<file path="config.mk">
export PLATFORM = sky130hd
export DESIGN_NAME = adr_brk_ctl
export DESIGN_NICKNAME = d
export VERILOG_FILES = /design/src/rtl/adr_brk_ctl.sv
export SDC_FILE = /design/constraint.sdc
export NUM_CORES = 1
export LEC_CHECK = 0
export ABC_AREA = 1
export CAP_MARGIN = 10
export CORE_ASPECT_RATIO = 1.4
export CORE_MARGIN = 2
export CORE_UTILIZATION = 42
export CTS_BUF_LIST = sky130_fd_sc_hd__clkbuf_8
export DETAILED_ROUTE_END_ITERATION = 7
export PLACE_DENSITY = 0.78
export SYNTH_ARGS = -nofsm -noshare
export SYNTH_HDL_FRONTEND = slang
export SYNTH_SLANG_ARGS = --single-unit
</file>
<file path="constraint.sdc">
create_clock -name clk -period 1.9 [get_ports clk]
set_input_delay 0.19 -clock clk [delete_from_list [all_inputs] [get_ports clk]]
set_output_delay 0.19 -clock clk [all_outputs]
set_load 0.005 [all_outputs]
</file>
<file path="src/rtl/adr_brk_ctl.sv">
// Address-break controller: compares each started reference's VMA against the
// loaded break address/conditions and sequences page-fail request, ack and inhibit.
module adr_brk_ctl #(
  parameter int ADR_W = 23,
  parameter int CNT_W = 16
) (
  input  logic             clk,
  input  logic             reset,
  input  logic             load_cond,
  input  logic [ADR_W-1:0] brk_adr_in,
  input  logic [3:0]       cond_in,
  input  logic [ADR_W-1:0] vma,
  input  logic             ref_valid,
  input  logic             ref_fetch,
  input  logic             ref_read,
  input  logic             ref_write,
  input  logic             ref_user,
  input  logic             brk_inh,
  input  logic             pf_ack,
  input  logic             inst_done,
  input  logic             clr_count,
  output logic             brk_req,
  output logic             brk_busy,
  output logic [ADR_W-1:0] brk_adr_q,
  output logic [3:0]       cond_q,
  output logic [ADR_W-1:0] brk_vma,
  output logic [CNT_W-1:0] brk_count
);

  typedef enum logic [1:0] {
    DISARMED = 2'd0,
    ARMED    = 2'd1,
    PENDING  = 2'd2,
    INHIBIT  = 2'd3
  } state_t;

  state_t state_q;
  state_t state_d;

  logic match;
  logic type_ok;
  logic mode_ok;
  logic trigger;

  function automatic logic [CNT_W-1:0] sat_inc(input logic [CNT_W-1:0] v);
    if (&v) return v;
    return v + 1'b1;
  endfunction

  // cond bits are {fetch, read, write, user}, MSB first
  assign match   = (vma == brk_adr_q);
  assign type_ok = (cond_q[3] & ref_fetch) | (cond_q[2] & ref_read) | (cond_q[1] & ref_write);
  assign mode_ok = ~cond_q[0] | ref_user;
  assign trigger = (state_q == ARMED) & ref_valid & match & type_ok & mode_ok & ~brk_inh;

  assign brk_busy = (state_q == PENDING) || (state_q == INHIBIT);

  always_comb begin
    state_d = state_q;
    unique case (state_q)
      DISARMED: begin
        if (load_cond) state_d = (|cond_in[3:1]) ? ARMED : DISARMED;
      end
      ARMED: begin
        if (trigger)        state_d = PENDING;
        else if (load_cond) state_d = (|cond_in[3:1]) ? ARMED : DISARMED;
      end
      PENDING: begin
        if (pf_ack) state_d = INHIBIT;
      end
      INHIBIT: begin
        if (inst_done) state_d = (|cond_q[3:1]) ? ARMED : DISARMED;
      end
      default: state_d = DISARMED;
    endcase
  end

  // control stage: state and registered request
  always_ff @(posedge clk or posedge reset) begin
    if (reset) begin
      state_q <= DISARMED;
      brk_req <= 1'b0;
    end else begin
      state_q <= state_d;
      brk_req <= (state_d == PENDING);
    end
  end

  // break registers; trigger uses the pre-load address/conditions
  always_ff @(posedge clk or posedge reset) begin
    if (reset) begin
      brk_adr_q <= '0;
      cond_q    <= '0;
      brk_vma   <= '0;
      brk_count <= '0;
    end else begin
      if (load_cond) begin
        brk_adr_q <= brk_adr_in;
        cond_q    <= cond_in;
      end
      if (trigger) brk_vma <= vma;
      if (clr_count)    brk_count <= '0;
      else if (trigger) brk_count <= sat_inc(brk_count);
    end
  end

endmodule

</file>
==> summary.txt, run 1 <==
RSZ-0062 raised after global routing: false
total CTS buffers: 9
die width: 83.9 um
# nets final: 709
Final Hold Viols: 0
design area: 5430 um2
WL met3: 518 um
met2 wire length: 5750 um
Synth Area per Inst: 7.44 um2
row cnt: 40
reg2reg end: brk_count[2]
synth unique cells: 30
clock root buffer: clkbuf_8
Slew Limit Fails: 0
Worst Path Arrival: 2020 ps
half-perimeter wire length after placement: 8440 um
Max VDD drop: 404 uV
Final Critical Period: 1740 ps
Hold Buf Count CTS: 0
max_slew headroom: 0.352
Fillers: 770
Flop pwr share: 0.484
Worst Reg2Reg Path Length in Cells: 8
Post-DRT Antenna Nets: 0
most common cell after layout, fill and taps aside: nand2_1
Initial Utilization: 0.434
Max stage delay on crit path: 420 ps
H-tree lvl count: 3
Gate power share: 0.183
Worst Path Buf+Inv: 1
Core Box Area: 8660 um2
clock network power share: 0.332
n_diodes: 0
Seq/Total Area, Yosys: 0.460
Syn Inst Count: 505
Worst R2R Setup Slack: 160 ps
area delta synth->final: 44.6%
CP max stage cell: dfrtp_1
First DRT Iteration DRCs: 246
port buffer count: 129
count of final setup violators: 0
DIE AREA: 9730 um2
number of buffers on the longest clock path: 2
Final Cycle Share: 0.916
die span in y: 116 um
met1 WL: 4440 um
# Max-Cap Violations: 0
LEAKAGE: 0.00266 uW
Placed Instance Area: 5230 um2
CTS clk-pin slew, worst paths: 70 ps
pin count of the biggest net entering global routing: 70
clk_lat worst skew: 350 ps
TritonCTS Sinks: 69
worst-path cell chain: xnor2_1, nand2_1, nor2_1, nand3b_1, nor2_4, buf_4, nand4_1, nand2_1
drt first pass iters: 4
vias: 3749
Critical Path Most Common Cell: nand2_1
Cell Count, Final, Fillers Out: 755
DR DRC count: 0
Layout Skew: 7.68 ps
pwr/cell area: 608 nW/um2
Max FO, Critical Path: 15
nature of the critical path startpoint: register
highest-count cells in the layout ignoring fill and taps: 194 x nand2_1, 129 x clkdlybuf4s50_1, 69 x dfrtp_1
vias in the first global route: 3852
crit path kind: register to register
Routed WL: 11000 um
Synth Cell Area: 3760 um2
CP required: 2180 ps
count of state elements after synthesis: 69
All-Layer GR Usage: 0.239
average wire per standard cell: 14.6 um
highest metal used: met4
CP top delay family: simple AND/OR/NAND/NOR gates
Fmax achieved: 0.574 GHz
critical path endpoint category: register
grt total ovfl: 0
status: completed
P_int: 2420 uW
GP Congestion: 0.853
Via-to-Cell Ratio: 4.97
Syn Nets: 568
worst r2r src: brk_adr_q[8]
first-pass GRT wire length: 18300 um
placed cells: 737
I/O pins: 130
Worst Max-Slew Pin Slew: 971 ps
sw frac: 0.269
switching power: 887 uW
Hold Crit Class: input port to async pin
YS warnings: 0
share of layout cells above drive strength 1: 0.0815
initial antenna violation count: 0
CTS tree: yes
[timing repair]
action / in CTS / in global routing
resized for setup: 0 / 2
setup endpoints to repair: 0 / 21
buffers inserted: 0 / 3
[synth_stat cells]
cell type | n | area share
buf_2 | 8 | 0.011
nor3_1 | 1 | 0.0013
nor2_1 | 35 | 0.035
buf_12 | 1 | 0.0053
nand4_1 | 21 | 0.035
buf_1 | 1 | 0.0010
nand3_1 | 29 | 0.039
a21oi_1 | 3 | 0.0040
o21ai_0 | 19 | 0.025
and2_1 | 2 | 0.0033
nand3_2 | 3 | 0.0080
nand3_4 | 1 | 0.0047
ha_1 | 1 | 0.0033
nand2_1 | 194 | 0.19
nor3b_4 | 1 | 0.0050
nor3_2 | 1 | 0.0027
nand3b_1 | 1 | 0.0020
xnor2_1 | 15 | 0.035
nor2_2 | 3 | 0.0050
nor2_4 | 1 | 0.0030
dfrtp_1 | 69 | 0.46
inv_1 | 47 | 0.047
nand4_2 | 1 | 0.0033
xor2_1 | 9 | 0.021
nor4_1 | 1 | 0.0017
inv_2 | 9 | 0.0090
nand2_2 | 1 | 0.0017
o21ai_1 | 19 | 0.025
o221ai_1 | 1 | 0.0023
clkbuf_1 | 7 | 0.0070
[tightest hold or removal path, stage by stage]
cell	delay [ps]
clkdlybuf4s50_1	440
clkinvlp_4	100
buf_12	300
[metrics by stage]
stage	util	total power, uW	hold slack [ps]	setup WS (ps)	setup TNS, ps
after floorplan	-	1880	303	274	0
final	0.627	3300	275	159	0
after detailed placement	0.604	2240	465	-122	-2970
after CTS	0.625	3340	305	46.8	0
after global routing	0.627	3480	312	0.604	0
after global placement	0.604	2230	458	-65.6	-1670
[state kept, by name (all words and copies together) (netlist names)]
signal     count
cond_q         4
brk_adr_q     23
state_q        2
brk_req        1
brk_count     16
brk_vma       23
[metal layers]
| layer | up-vias | global-route usage |
|---|---|---|
| met4 | 0 | 0.105 |
| li1 | 1880 | - |
| met3 | 28 | 0.0556 |
| met1 | 1727 | 0.271 |
| met5 | - | 0 |
| met2 | 114 | 0.430 |
[power groups by stage]
stage	registers (uW)	logic, uW	clock network (uW)
finish	1600	605	1100
global route	1610	677	1190
CTS	1600	615	1120
detailed placement	1630	612	0
global placement	1620	602	0
floorplan	1620	266	0
[cells by family (layout without fill, tap and decap cells)]
group,count (synthesis),in the layout,synth area share
adders and majority gates,1,1,0.00333
and+or+nand+nor,296,296,0.344
AOI/OAI and AO/OA,42,42,0.0570
buffers and inverters,73,218,0.0799
xor gates and xnor gates,24,24,0.0560
DFF,69,69,0.460
[worst max path at each step]
| stage | from | end | slack (ps) | depth (start not counted) |
|---|---|---|---|---|
| after floorplan | brk_count[0] | brk_count[2] | 270 | 6 |
| after global placement | vma[1] | brk_vma[20] | -70 | 9 |
| after detailed placement | vma[1] | brk_vma[9] | -120 | 9 |
| after CTS | brk_adr_q[16] | brk_vma[9] | 50 | 8 |
| after global routing | brk_adr_q[16] | brk_count[5] | 0.6 | 8 |
| final | brk_adr_q[8] | brk_count[2] | 160 | 8 |
[area by class of cell]
type,instances,area [um2],share of cell area
clock buffers,12,165,0.0304
multi-input cells,363,1730,0.318
clock inverters,3,12.5,0.00230
inverters,56,216,0.0398
flip-flops and latches,69,1730,0.318
repair buffers,147,1450,0.267
well taps,105,131,0.0242
Note: power is estimated with default switching activity, not from simulation.
==> run 2, diff against run 1 <==
--- a/config.mk
+++ b/config.mk
@@ -9,5 +9,4 @@
 export CAP_MARGIN = 10
 export CORE_ASPECT_RATIO = 1.4
-export CORE_MARGIN = 2
 export CORE_UTILIZATION = 42
 export CTS_BUF_LIST = sky130_fd_sc_hd__clkbuf_8
==> constraint.sdc (replaced) <==
create_clock -name clk -period 1.9 [get_ports clk]
set_input_delay 0.285 -clock clk [delete_from_list [all_inputs] [get_ports clk]]
set_output_delay 0.285 -clock clk [all_outputs]
set_load 0.005 [all_outputs]
==> summary.txt, run 2 (same netlist as run 1, synthesis figures left out) <==
average wire per standard cell: 14.5 um (-0.65%)
pin count of the biggest net entering global routing: 70 (unchanged)
die width: 81.9 um (-2.4%)
most common cell after layout, fill and taps aside: nand2_1
drt first pass iters: 5 (+1)
n_diodes: 0 (unchanged)
Layout Skew: 8.51 ps (+0.837 ps)
Via-to-Cell Ratio: 5.07 (+2.1%)
highest-count cells in the layout ignoring fill and taps: 194 x nand2_1, 129 x clkdlybuf4s50_1, 69 x dfrtp_1
Slew Limit Fails: 0 (unchanged)
share of layout cells above drive strength 1: 0.0931 (+0.0116)
All-Layer GR Usage: 0.256 (+0.0168)
Max VDD drop: 522 uV (+29%)
Core Box Area: 8610 um2 (-0.58%)
total CTS buffers: 9 (unchanged)
# Max-Cap Violations: 0 (unchanged)
CTS clk-pin slew, worst paths: 80 ps (about the same)
area delta synth->final: 47.4%
Fmax achieved: 0.564 GHz (-1.8%)
Hold Crit Class: input port to async pin
initial antenna violation count: 0 (unchanged)
max_slew headroom: 0.355 (+0.00284)
die span in y: 114 um (-1.7%)
Final Cycle Share: 0.933 (+0.0168)
Worst Path Arrival: 2060 ps (+40 ps)
nature of the critical path startpoint: register
LEAKAGE: 0.00270 uW (+1.4%)
Worst Reg2Reg Path Length in Cells: 8 (unchanged)
Layout Utilization: 0.643 (+0.0159)
Routed WL: 11000 um (about the same)
post-CTS setup buffers: 0 (unchanged)
Cell Count, Final, Fillers Out: 760 (+0.66%)
vias: 3853 (+2.8%)
port buffer count: 129 (unchanged)
DIE AREA: 9330 um2 (-4.1%)
Largest regs: brk_adr_q (23), brk_vma (23), brk_count (16)
# nets final: 713 (+0.56%)
placed cells: 744 (+0.95%)
grt total ovfl: 0 (unchanged)
crit path kind: register to register
First DRT Iteration DRCs: 255 (+3.7%)
Fillers: 750 (-2.6%)
GP Congestion: 0.843 (-1.2%)
critical path endpoint category: register
I/O pins: 130 (unchanged)
clock root buffer: clkbuf_8
pwr/cell area: 627 nW/um2 (+3.2%)
first-pass GRT wire length: 17800 um (-2.4%)
Hold Buf Count CTS: 0 (unchanged)
RSZ-0062 raised after global routing: false
number of buffers on the longest clock path: 2 (unchanged)
status: completed
TritonCTS Sinks: 69 (unchanged)
Post-DRT Antenna Nets: 0 (unchanged)
TNS Setup: 0 ps (unchanged)
DR DRC count: 0 (unchanged)
half-perimeter wire length after placement: 8280 um (-1.8%)
Initial Utilization: 0.436 (+0.00252)
count of final setup violators: 0 (unchanged)
CP required: 2190 ps (about the same)
Worst Max-Slew Pin Slew: 966 ps (-4.25 ps)
H-tree lvl count: 3 (unchanged)
Max FO, Critical Path: 16 (+1)
Final Hold Viols: 0 (unchanged)
row cnt: 40 (unchanged)
vias in the first global route: 3827 (-0.65%)
CTS tree: yes
Final Critical Period: 1770 ps (+31.9 ps)
clk_lat worst skew: 350 ps (about the same)
-- run 2: area by class of cell --
| cell class | count | area [um2] | share of cell area |
|---|---|---|---|
| Clock buffer | 11 | 151 | 0.0273 |
| Clock inverter | 5 | 58.8 | 0.0106 |
| Inverter | 56 | 214 | 0.0386 |
| Multi-Input combinational cell | 363 | 1740 | 0.314 |
| Sequential cell | 69 | 1730 | 0.312 |
| Tap cell | 105 | 131 | 0.0237 |
| Timing Repair Buffer | 151 | 1520 | 0.274 |
-- run 2: per-layer routing --
metal / GRT usage / share of wire
met4: 0.0959 / 0.030
met5: 0 / 0
met3: 0.0488 / 0.052
met1: 0.285 / 0.38
met2: 0.466 / 0.54
-- run 2: final timing paths --
kind,slack [ps],end,from
min reg2reg,470,brk_vma[3],brk_vma[3]
max,130,brk_count[3],brk_count[1]
min,390,brk_vma[19],reset
max reg2reg,130,brk_count[3],brk_count[1]
min in group clk,470,brk_adr_q[0],brk_adr_in[0]
max in group asynchronous,1220,brk_vma[0],reset
-- run 2: through the flow --
step           instance area (um2)  total power [uW]  hold WS, ps  worst slack (ps)
2_1_floorplan                 3760              1880          398               274
3_3_place_gp                  5320              2230          457              -109
3_5_place_dp                  5320              2240          460              -167
4_1_cts                       5530              3500          395               134
5_1_grt                       5540              3640          411              16.6
6_report                      5540              3470          388               127
-- run 2: power by group --
part,switching [uW],internal (uW),total (uW)
logic,291,330,620
clock network,582,677,1260
registers,64.9,1530,1590
-- run 2: worst max-delay path: stages (launching register included) --
cell	delay, ps
dfrtp_1	450
ha_1	220
nor3b_4	320
nand2_2	80
nor2_2	120
nand3_2	100
nand3_4	180
nand3_1	110
nand2_1	120
-- run 2: timing repair --
action	4_1_cts	5_1_grt
hold endpoints to repair	0	0
endpoints found under the setup margin	0	1
resized for setup	0	1
==> run 3, diff against run 2 <==
Settings changed: GPL_ROUTABILITY_DRIVEN set to 0.
==> summary.txt, run 3 (same netlist as run 1, synthesis figures left out) <==
status: completed
half-perimeter wire length after placement: 8330 um (+0.58%)
All-Layer GR Usage: 0.258 (+0.00224)
nature of the critical path startpoint: register
Layout Skew: 6.80 ps (-1.72 ps)
I/O pins: 130 (unchanged)
Worst Max-Slew Pin Slew: 952 ps (-14.8 ps)
DR DRC count: 0 (unchanged)
Via-to-Cell Ratio: 4.97 (-1.9%)
Max VDD drop: 559 uV (+7.1%)
Post-DRT Antenna Nets: 0 (unchanged)
placed cells: 742 (-0.27%)
Worst Reg2Reg Path Length in Cells: 9 (+1)
vias in the first global route: 3758 (-1.8%)
P_int: 2660 uW (+5.0%)
routing usage on met2: 0.458 (-0.00826)
Cell Count, Final, Fillers Out: 758 (-0.26%)
crit path kind: register to register
switching power: 922 uW (-1.7%)
number of buffers on the longest clock path: 2 (unchanged)
WHS: 377 ps (-11.2 ps)
die width: 81.9 um (unchanged)
Hold Buf Count CTS: 0 (unchanged)
CP required: 2140 ps (-50 ps)
pwr/cell area: 648 nW/um2 (+3.3%)
Worst Path Arrival: 1960 ps (-100 ps)
reg2reg end: brk_count[10]
total CTS buffers: 9 (unchanged)
grt total ovfl: 0 (unchanged)
Largest regs: brk_adr_q (23), brk_vma (23), brk_count (16)
Routed WL: 10900 um (-1.2%)
Final Critical Period: 1720 ps (-49.4 ps)
clock root buffer: clkbuf_8
design area: 5530 um2 (-0.11%)
Slew Limit Fails: 0 (unchanged)
most used routing layer: met2
row cnt: 40 (unchanged)
post-CTS setup buffers: 0 (unchanged)
Final Cycle Share: 0.907 (-0.0260)
CTS clk-pin slew, worst paths: 80 ps (about the same)
# Max-Cap Violations: 0 (unchanged)
initial antenna violation count: 0 (unchanged)
clk_lat worst skew: 350 ps (about the same)
Layout Utilization: 0.643 (-0.000727)
drt first pass iters: 4 (-1)
Final Hold Viols: 0 (unchanged)
CTS tree: yes
grt met3 use: 0.0472 (-0.00160)
Gate power share: 0.174 (-0.004)
RSZ-0062 raised after global routing: false
n_diodes: 0 (unchanged)
Worst R2R Setup Slack: 180 ps (+50 ps)
vias: 3769 (-2.2%)
count of final setup violators: 0 (unchanged)
highest-count cells in the layout ignoring fill and taps: 194 x nand2_1, 129 x clkdlybuf4s50_1, 69 x dfrtp_1
Flop pwr share: 0.445 (-0.014)
DIE AREA: 9330 um2 (unchanged)
Core Box Area: 8610 um2 (unchanged)
TNS Setup: 0 ps (unchanged)
LEAKAGE: 0.00270 uW (+0.22%)
Hold Crit Class: input port to async pin
M1 GR Usage: 0.293 (+0.00746)
max_slew headroom: 0.365 (+0.00990)
most common cell after layout, fill and taps aside: nand2_1
First DRT Iteration DRCs: 166 (-35%)
Max FO, Critical Path: 16 (unchanged)
Fillers: 770 (+2.7%)
pin count of the biggest net entering global routing: 70 (unchanged)
share of layout cells above drive strength 1: 0.0904 (-0.00278)
die span in y: 114 um (unchanged)
critical path endpoint category: register
first-pass GRT wire length: 17900 um (+0.62%)
clock network power share: 0.381 (+0.018)
sw frac: 0.257 (-0.0127)
post-CTS resize count: 0 (unchanged)
Fmax achieved: 0.580 GHz (+2.9%)
port buffer count: 129 (unchanged)
Placed Instance Area: 5290 um2 (-0.52%)
average wire per standard cell: 14.4 um (-0.92%)
Initial Utilization: 0.436 (unchanged)
TritonCTS Sinks: 69 (unchanged)
# nets final: 711 (-0.28%)
area delta synth->final: 47.3%
worst r2r src: brk_adr_q[13]
H-tree lvl count: 3 (unchanged)
run 3: changes by cell type in the layout (fill, tap and decap cells not counted), sizes merged:
| cell | previous run | this run |
|---|---|---|
| clkinvlp | 3 | 1 |
| bufinv | 1 | 2 |
| inv | 55 | 56 |
| buf | 22 | 20 |
run 3: area by class of cell:
cell class	count	area (um2)	area share
multi-input combinational	363	1740	0.314
sequential	69	1730	0.312
timing repair buffer	149	1500	0.270
inverter	56	214	0.0387
clock buffer	11	151	0.0274
tap	105	131	0.0238
clock inverter	5	73.8	0.0133
run 3: how the worst max path moves through the flow:
| stage | startpoint | endpoint |
|---|---|---|
| 6_report | brk_adr_q[13] | brk_count[10] |
| 5_1_grt | brk_adr_q[1] | brk_count[10] |
| 4_1_cts | brk_adr_q[13] | brk_count[12] |
| 3_5_place_dp | vma[13] | brk_count[2] |
| 3_3_place_gp | vma[13] | brk_count[8] |
| 2_1_floorplan | brk_count[0] | brk_count[2] |
run 3: power groups by stage:
stage	clock network [uW]	registers, uW	logic, uW
finish	1370	1600	623
global route	1450	1600	689
CTS	1390	1600	629
detailed placement	0	1620	628
global placement	0	1620	614
floorplan	0	1620	266
run 3: through the flow:
step           power [uW]  setup slack, ps
2_1_floorplan        1880              274
3_3_place_gp         2230             -107
3_5_place_dp         2250             -163
4_1_cts              3620              147
5_1_grt              3750             27.1
6_report             3590              176
run 3: routing by layer:
| metal | vias up | wire [um] |
|---|---|---|
| met4 | 0 | 337 |
| met2 | 127 | 5780 |
| li1 | 1874 | - |
| met3 | 22 | 586 |
| met1 | 1746 | 4210 |
| met5 | - | 0 |
run 3: critical path, stage by stage, from the launching register on:
cell     delay, ps
dfrtp_1        410
xnor2_1        220
buf_4          150
nand2_1         40
nor2_1          80
nand2_1         70
nor2_2         190
nand3_4        230
nand3_1        150
nand2_1         70
